## src/rtl/mil_rt_msg.sv

```systemverilog
// MIL-STD-1553 remote-terminal message sequencer.
// Decodes commands, collects data words and requests the status reply.
module mil_rt_msg #(
    parameter logic [4:0] RT_ADR = 5'd3,
    parameter int         T_GAP  = 1400
) (
    input  logic        clk,
    input  logic        R,
    input  logic        ok_rx,
    input  logic [15:0] sr_dat,
    input  logic        CW_DW,
    output logic        busy,
    output logic        tr,
    output logic [4:0]  sub_adr,
    output logic [5:0]  wc,
    output logic [15:0] dat_out,
    output logic [4:0]  dat_idx,
    output logic        dat_we,
    output logic        st_req,
    output logic [15:0] ST_W,
    output logic        msg_ok,
    output logic        msg_err
);

    localparam int             GW     = $clog2(T_GAP + 1);
    localparam logic [GW-1:0]  GAP_LD = GW'(T_GAP - 1);

    typedef enum logic [1:0] {
        IDLE  = 2'd0,
        RX_DW = 2'd1,
        RESP  = 2'd2
    } state_t;

    state_t        state_q;
    state_t        state_d;
    logic [5:0]    cnt;
    logic [GW-1:0] gap;
    logic          bc;
    logic          me;
    logic          bcr;

    logic          cmd_hit;
    logic          cmd_nodata;
    logic          ld_cmd;
    logic          dw_acc;
    logic          abort;
    logic          timeout;

    logic [4:0]    f_adr;
    logic [4:0]    f_sa;

    assign f_adr = sr_dat[15:11];
    assign f_sa  = sr_dat[9:5];

    assign cmd_hit = ok_rx && CW_DW
                   && (f_adr == RT_ADR || f_adr == 5'd31);
    assign cmd_nodata = sr_dat[10]
                      || f_sa == 5'd0 || f_sa == 5'd31;

    assign busy = (state_q != IDLE);
    assign ST_W = {RT_ADR, me, 5'b0, bcr, 4'b0};

    // Next-state decode and per-cycle control flags
    always_comb begin
        state_d = state_q;
        ld_cmd  = 1'b0;
        dw_acc  = 1'b0;
        abort   = 1'b0;
        timeout = 1'b0;
        unique case (state_q)
            IDLE: begin
                if (cmd_hit) begin
                    ld_cmd  = 1'b1;
                    state_d = cmd_nodata ? RESP : RX_DW;
                end
            end
            RX_DW: begin
                if (ok_rx && CW_DW) begin
                    abort = 1'b1;
                    if (cmd_hit) begin
                        ld_cmd  = 1'b1;
                        state_d = cmd_nodata ? RESP : RX_DW;
                    end else begin
                        state_d = IDLE;
                    end
                end else if (ok_rx) begin
                    dw_acc = 1'b1;
                    if (cnt + 6'd1 == wc) begin
                        state_d = RESP;
                    end
                end else if (gap == '0) begin
                    timeout = 1'b1;
                    state_d = IDLE;
                end
            end
            RESP: begin
                state_d = IDLE;
            end
            default: begin
                state_d = IDLE;
            end
        endcase
    end

    // State register, latched command fields, counters and strobes
    always_ff @(posedge clk or negedge R) begin
        if (!R) begin
            state_q <= IDLE;
            tr      <= 1'b0;
            sub_adr <= '0;
            wc      <= '0;
            bc      <= 1'b0;
            cnt     <= '0;
            gap     <= '0;
            dat_out <= '0;
            dat_idx <= '0;
            dat_we  <= 1'b0;
            st_req  <= 1'b0;
            msg_ok  <= 1'b0;
            msg_err <= 1'b0;
            me      <= 1'b0;
            bcr     <= 1'b0;
        end else begin
            state_q <= state_d;
            dat_we  <= dw_acc;
            msg_err <= abort | timeout;
            msg_ok  <= (state_q == RESP);
            st_req  <= (state_q == RESP) && !bc;

            if (ld_cmd) begin
                tr      <= sr_dat[10];
                sub_adr <= f_sa;
                wc      <= (sr_dat[4:0] == 5'd0) ? 6'd32
                                                 : {1'b0, sr_dat[4:0]};
                bc      <= (f_adr == 5'd31);
                cnt     <= '0;
            end else if (dw_acc) begin
                cnt <= cnt + 6'd1;
            end

            if (dw_acc) begin
                dat_out <= sr_dat;
                dat_idx <= cnt[4:0];
            end

            if (ok_rx || (state_d == RX_DW && state_q != RX_DW)) begin
                gap <= GAP_LD;
            end else if (state_q == RX_DW && gap != '0) begin
                gap <= gap - 1'b1;
            end

            // ME/BCR stay set until the status word carrying them is sent
            if (abort || timeout) begin
                me <= 1'b1;
            end else if (st_req) begin
                me <= 1'b0;
            end

            if (state_q == RESP && bc) begin
                bcr <= 1'b1;
            end else if (st_req) begin
                bcr <= 1'b0;
            end
        end
    end

endmodule

```

## config.mk

```make
export PLATFORM = sky130hd
export DESIGN_NAME = mil_rt_msg
export DESIGN_NICKNAME = d
export VERILOG_FILES = /design/src/rtl/mil_rt_msg.sv
export SDC_FILE = /design/constraint.sdc
export NUM_CORES = 1
export LEC_CHECK = 0
export CAP_MARGIN = 0
export CORE_UTILIZATION = 30
export DETAILED_ROUTE_END_ITERATION = 12
export SLEW_MARGIN = 20
export SYNTH_ARGS = -nofsm -noshare
export SYNTH_HDL_FRONTEND = slang
export SYNTH_SLANG_ARGS = --single-unit
```

## constraint.sdc

```tcl
create_clock -name clk -period 4.05 [get_ports clk]
set_input_delay 1.215 -clock clk [delete_from_list [all_inputs] [get_ports clk]]
set_output_delay 1.215 -clock clk [all_outputs]
set_load 0.005 [all_outputs]
```

==> metrics.md <==
| Metric | Value |
|---|---|
| Vias per Instance | 4.65 |
| Core Box Area | 8760 sq um |
| DRT iter0 DRCs | 83 |
| Final clock skew | 0.00973 ns |
| CTS max path bufs | 2 |
| Final TNS setup | 0 ns |
| Most common flop cell mapped by yosys | dfrtp_1 |
| ANT nets after route | 0 |
| Worst r2r path cells | 7 |
| Post-CTS Hold Fix Bufs | 0 |
| Congestion Overflow GR | 0 |
| WP data arrival | 3.25 ns |
| Met2 wire length | 2550 um |
| Switch share | 0.238 |
| Static Leak | 1.59 nW |
| Worst Setup SP | ok_rx |
| Max Fclk | 336 MHz |
| Die width | 97.5 um |
| Initial cell density of the core | 0.312 |
| Crit path kind | input pin to flip-flop |
| Max-cap viol count | 0 |
| Commonest non-fill, non-tap cells in the layout | dfrtp_1 (59), clkdlybuf4s50_1 (58), nand2_1 (47) |
| Worst vdd ir | 0.205 mV |
| Seq cells post-synth | 59 |
| Root buf cell | clkbuf_8 |
| Highest routed layer | met4 |
| Final setup viols | 0 |
| RSZ-0062 raised after global routing | false |
| HP Class | flip-flop to flip-flop |
| Crit-path max FO | 18 |
| Sequential share of the synthesized area | 0.539 |
| WHS | 0.492 ns |
| Detailed placement HPWL | 4040 um |
| Crit path capture type | flip-flop |
| Worst-Skew Late Latency | 0.33 ns |
| Clk sinks | 59 |
| Status | finished, final reports clean |
| Synth warn | 0 |
| Fin. max-slew vios | 0 |
| Mean Syn Cell Area | 10.9 sq um |
| Flop pwr share | 0.456 |
| Endpoints failing hold | 0 |
| PwrDens | 435 nW/um^2 |
| Largest net degree at the start of global routing | 37 |
| Synth Cell Area | 2740 sq um |
| PortBufs | 59 |
| Final instance count without filler cells | 423 |
| # DRC | 0 |
| DRT Pass-1 Iters | 4 |
| Critical path depth | 5 |
| Area growth from synthesis to layout | 30.9% |
| Routed WL | 5820 um |
| Tmin final | 2.98 ns |
| Share of post-route cells with drive strength above 1 | 0.137 |
| H-Tree Depth | 3 |
| Final period util | 0.735 |
| Reg2Reg Launch Point | gap[0]$_DFFE_PN0P_ |
| R2r setup slk | 1.81 ns |
| Gr usage total | 0.129 |
| Crit-path slowest cell | o21a_1 |
| Total I/O pin count | 74 |
| Inserted Clock Buffers | 9 |
| Inst Count DP | 408 |
| Cell Chain, Critical Path | clkdlybuf4s50_1 -> nand2_1 -> nor3_1 -> o21a_1 -> a22o_1 |
| Post-route core utilization | 0.409 |
| Cell count after synthesis | 252 |
| Crit path capture | state_q[0]$_DFF_PN0_ |
| Gate power share | 0.181 |
| Clk slew on worst S/H paths | 0.06 ns |
| Most common cell after layout, fill and taps aside | dfrtp_1 |
| Nets | 333 |
| Core Rows | 34 |
| Initial antenna violation count | 0 |
| Setup Fix Bufs, Post-CTS | 0 |
| Vias in the first global route | 1969 |
| Relative slew slack | 0.464 |
| Post-synth ARST share | 1.00 |
| Met3 WL | 375 um |
| Die Y | 97.5 um |
| CP delay by family, top | compound AO/OA/AOI/OAI gates |
| Post-CTS resize count | 0 |
| First-pass GRT wire length | 9660 um |
| CP required | 4.32 ns |
| Die Area | 9510 sq um |
| Number of antenna diodes | 0 |
| CTS tree | built |
| Crit-path max cell delay | 0.63 ns |
| Vias | 1969 |
| Number of synthesized flops with an enable pin | 0 |
| Placer Congestion | 0.776 |
| Netlist cell types | 41 |
| Critical R2R Capture | me$_DFFE_PN0P_ |
| Internal power | 1.19 mW |
| WL per Instance | 13.8 um |
| Hold Startpoint | bc$_DFFE_PN0P_ |
| Clock power frac | 0.363 |
| Actual slew at the worst max-slew pin | 0.805 ns |
| Buf/Inv on CP | 1 |
| Sw power | 0.371 mW |
| Worst Setup Start Kind | input pin |
| M1 wire length | 2870 um |
## registers in the layout, indices dropped and copies added, names as in the netlist
signal and flops:
st_req 1, tr 1, dat_out 16, bcr 1
wc 6, bc 1, state_q 2, dat_we 1
gap 11, dat_idx 5, msg_ok 1, sub_adr 5
msg_err 1, me 1, cnt 6
## area by class of cell
class | count | area (sq um)
clock buffer | 14 | 183
clock inverter | 1 | 30.0
fill | 834 | 5180
inverter | 5 | 18.8
multi-input combinational | 175 | 1140
sequential | 59 | 1480
tap | 108 | 135
timing repair buffer | 61 | 601
## per-stage QoR
stage	instance area (sq um)	worst slack, ns	power (mW)
2_1_floorplan	2780	1.62	0.832
3_3_place_gp	3370	0.816	1.00
3_5_place_dp	3370	0.783	1.00
4_1_cts	3580	1.13	1.58
5_1_grt	3580	0.888	1.64
6_report	3580	1.07	1.56
## worst min path at each step
stage | to | slack [ns] | cells past startpoint
floorplan | st_req$_DFF_PN0_ | 0.45 | 1
global placement | sub_adr[0]$_DFFE_PN0P_ | 0.46 | 2
detailed placement | sub_adr[0]$_DFFE_PN0P_ | 0.47 | 2
CTS | st_req$_DFF_PN0_ | 0.49 | 1
global route | tr$_DFFE_PN0P_ | 0.52 | 2
finish | st_req$_DFF_PN0_ | 0.49 | 1
## cell usage after synthesis (all sizes together) (2+ instances only)
cell type,n,share of area
clkbuf,3,0.0041
inv,5,0.0069
o21ai,2,0.0037
mux2,22,0.090
nor2b,4,0.0091
o41ai,2,0.013
nor3,6,0.013
buf,22,0.054
or4,5,0.014
ha,2,0.0091
nand2,47,0.064
a21oi,3,0.0055
dfrtp,59,0.54
nand3,2,0.0037
nand2b,3,0.0069
xor2,7,0.022
nand4,2,0.0046
conb,2,0.0027
nor2,16,0.022
and3,3,0.0069
xnor2,14,0.045
nor4,4,0.0091
a22o,2,0.0064
o211ai,2,0.0055
## kinds of logic (layout without fill, tap and decap cells)
group / after synthesis / count (layout) / synth area share
xor+xnor: 21 / 21 / 0.0672
other cells: 2 / 14 / 0.00274
simple gates: 96 / 96 / 0.165
buf+inv: 30 / 81 / 0.0649
fa+ha+maj: 2 / 2 / 0.00914
compound gates: 19 / 19 / 0.0571
mux: 23 / 23 / 0.0942
flops: 59 / 59 / 0.539
## power by group through the flow
stage	Combinational, mW	Sequential [mW]	Clock [mW]
after floorplan	0.118	0.714	0
after global placement	0.284	0.718	0
after detailed placement	0.285	0.719	0
after CTS	0.287	0.710	0.581
after global routing	0.309	0.719	0.608
final	0.283	0.710	0.565
## metal layers
metal / track usage / vias to the layer above
met5: 0 / -
met4: 0.0407 / 0
met3: 0.0576 / 4
met2: 0.185 / 63
met1: 0.174 / 962
li1: - / 940
(Power assumes the default switching activity.)
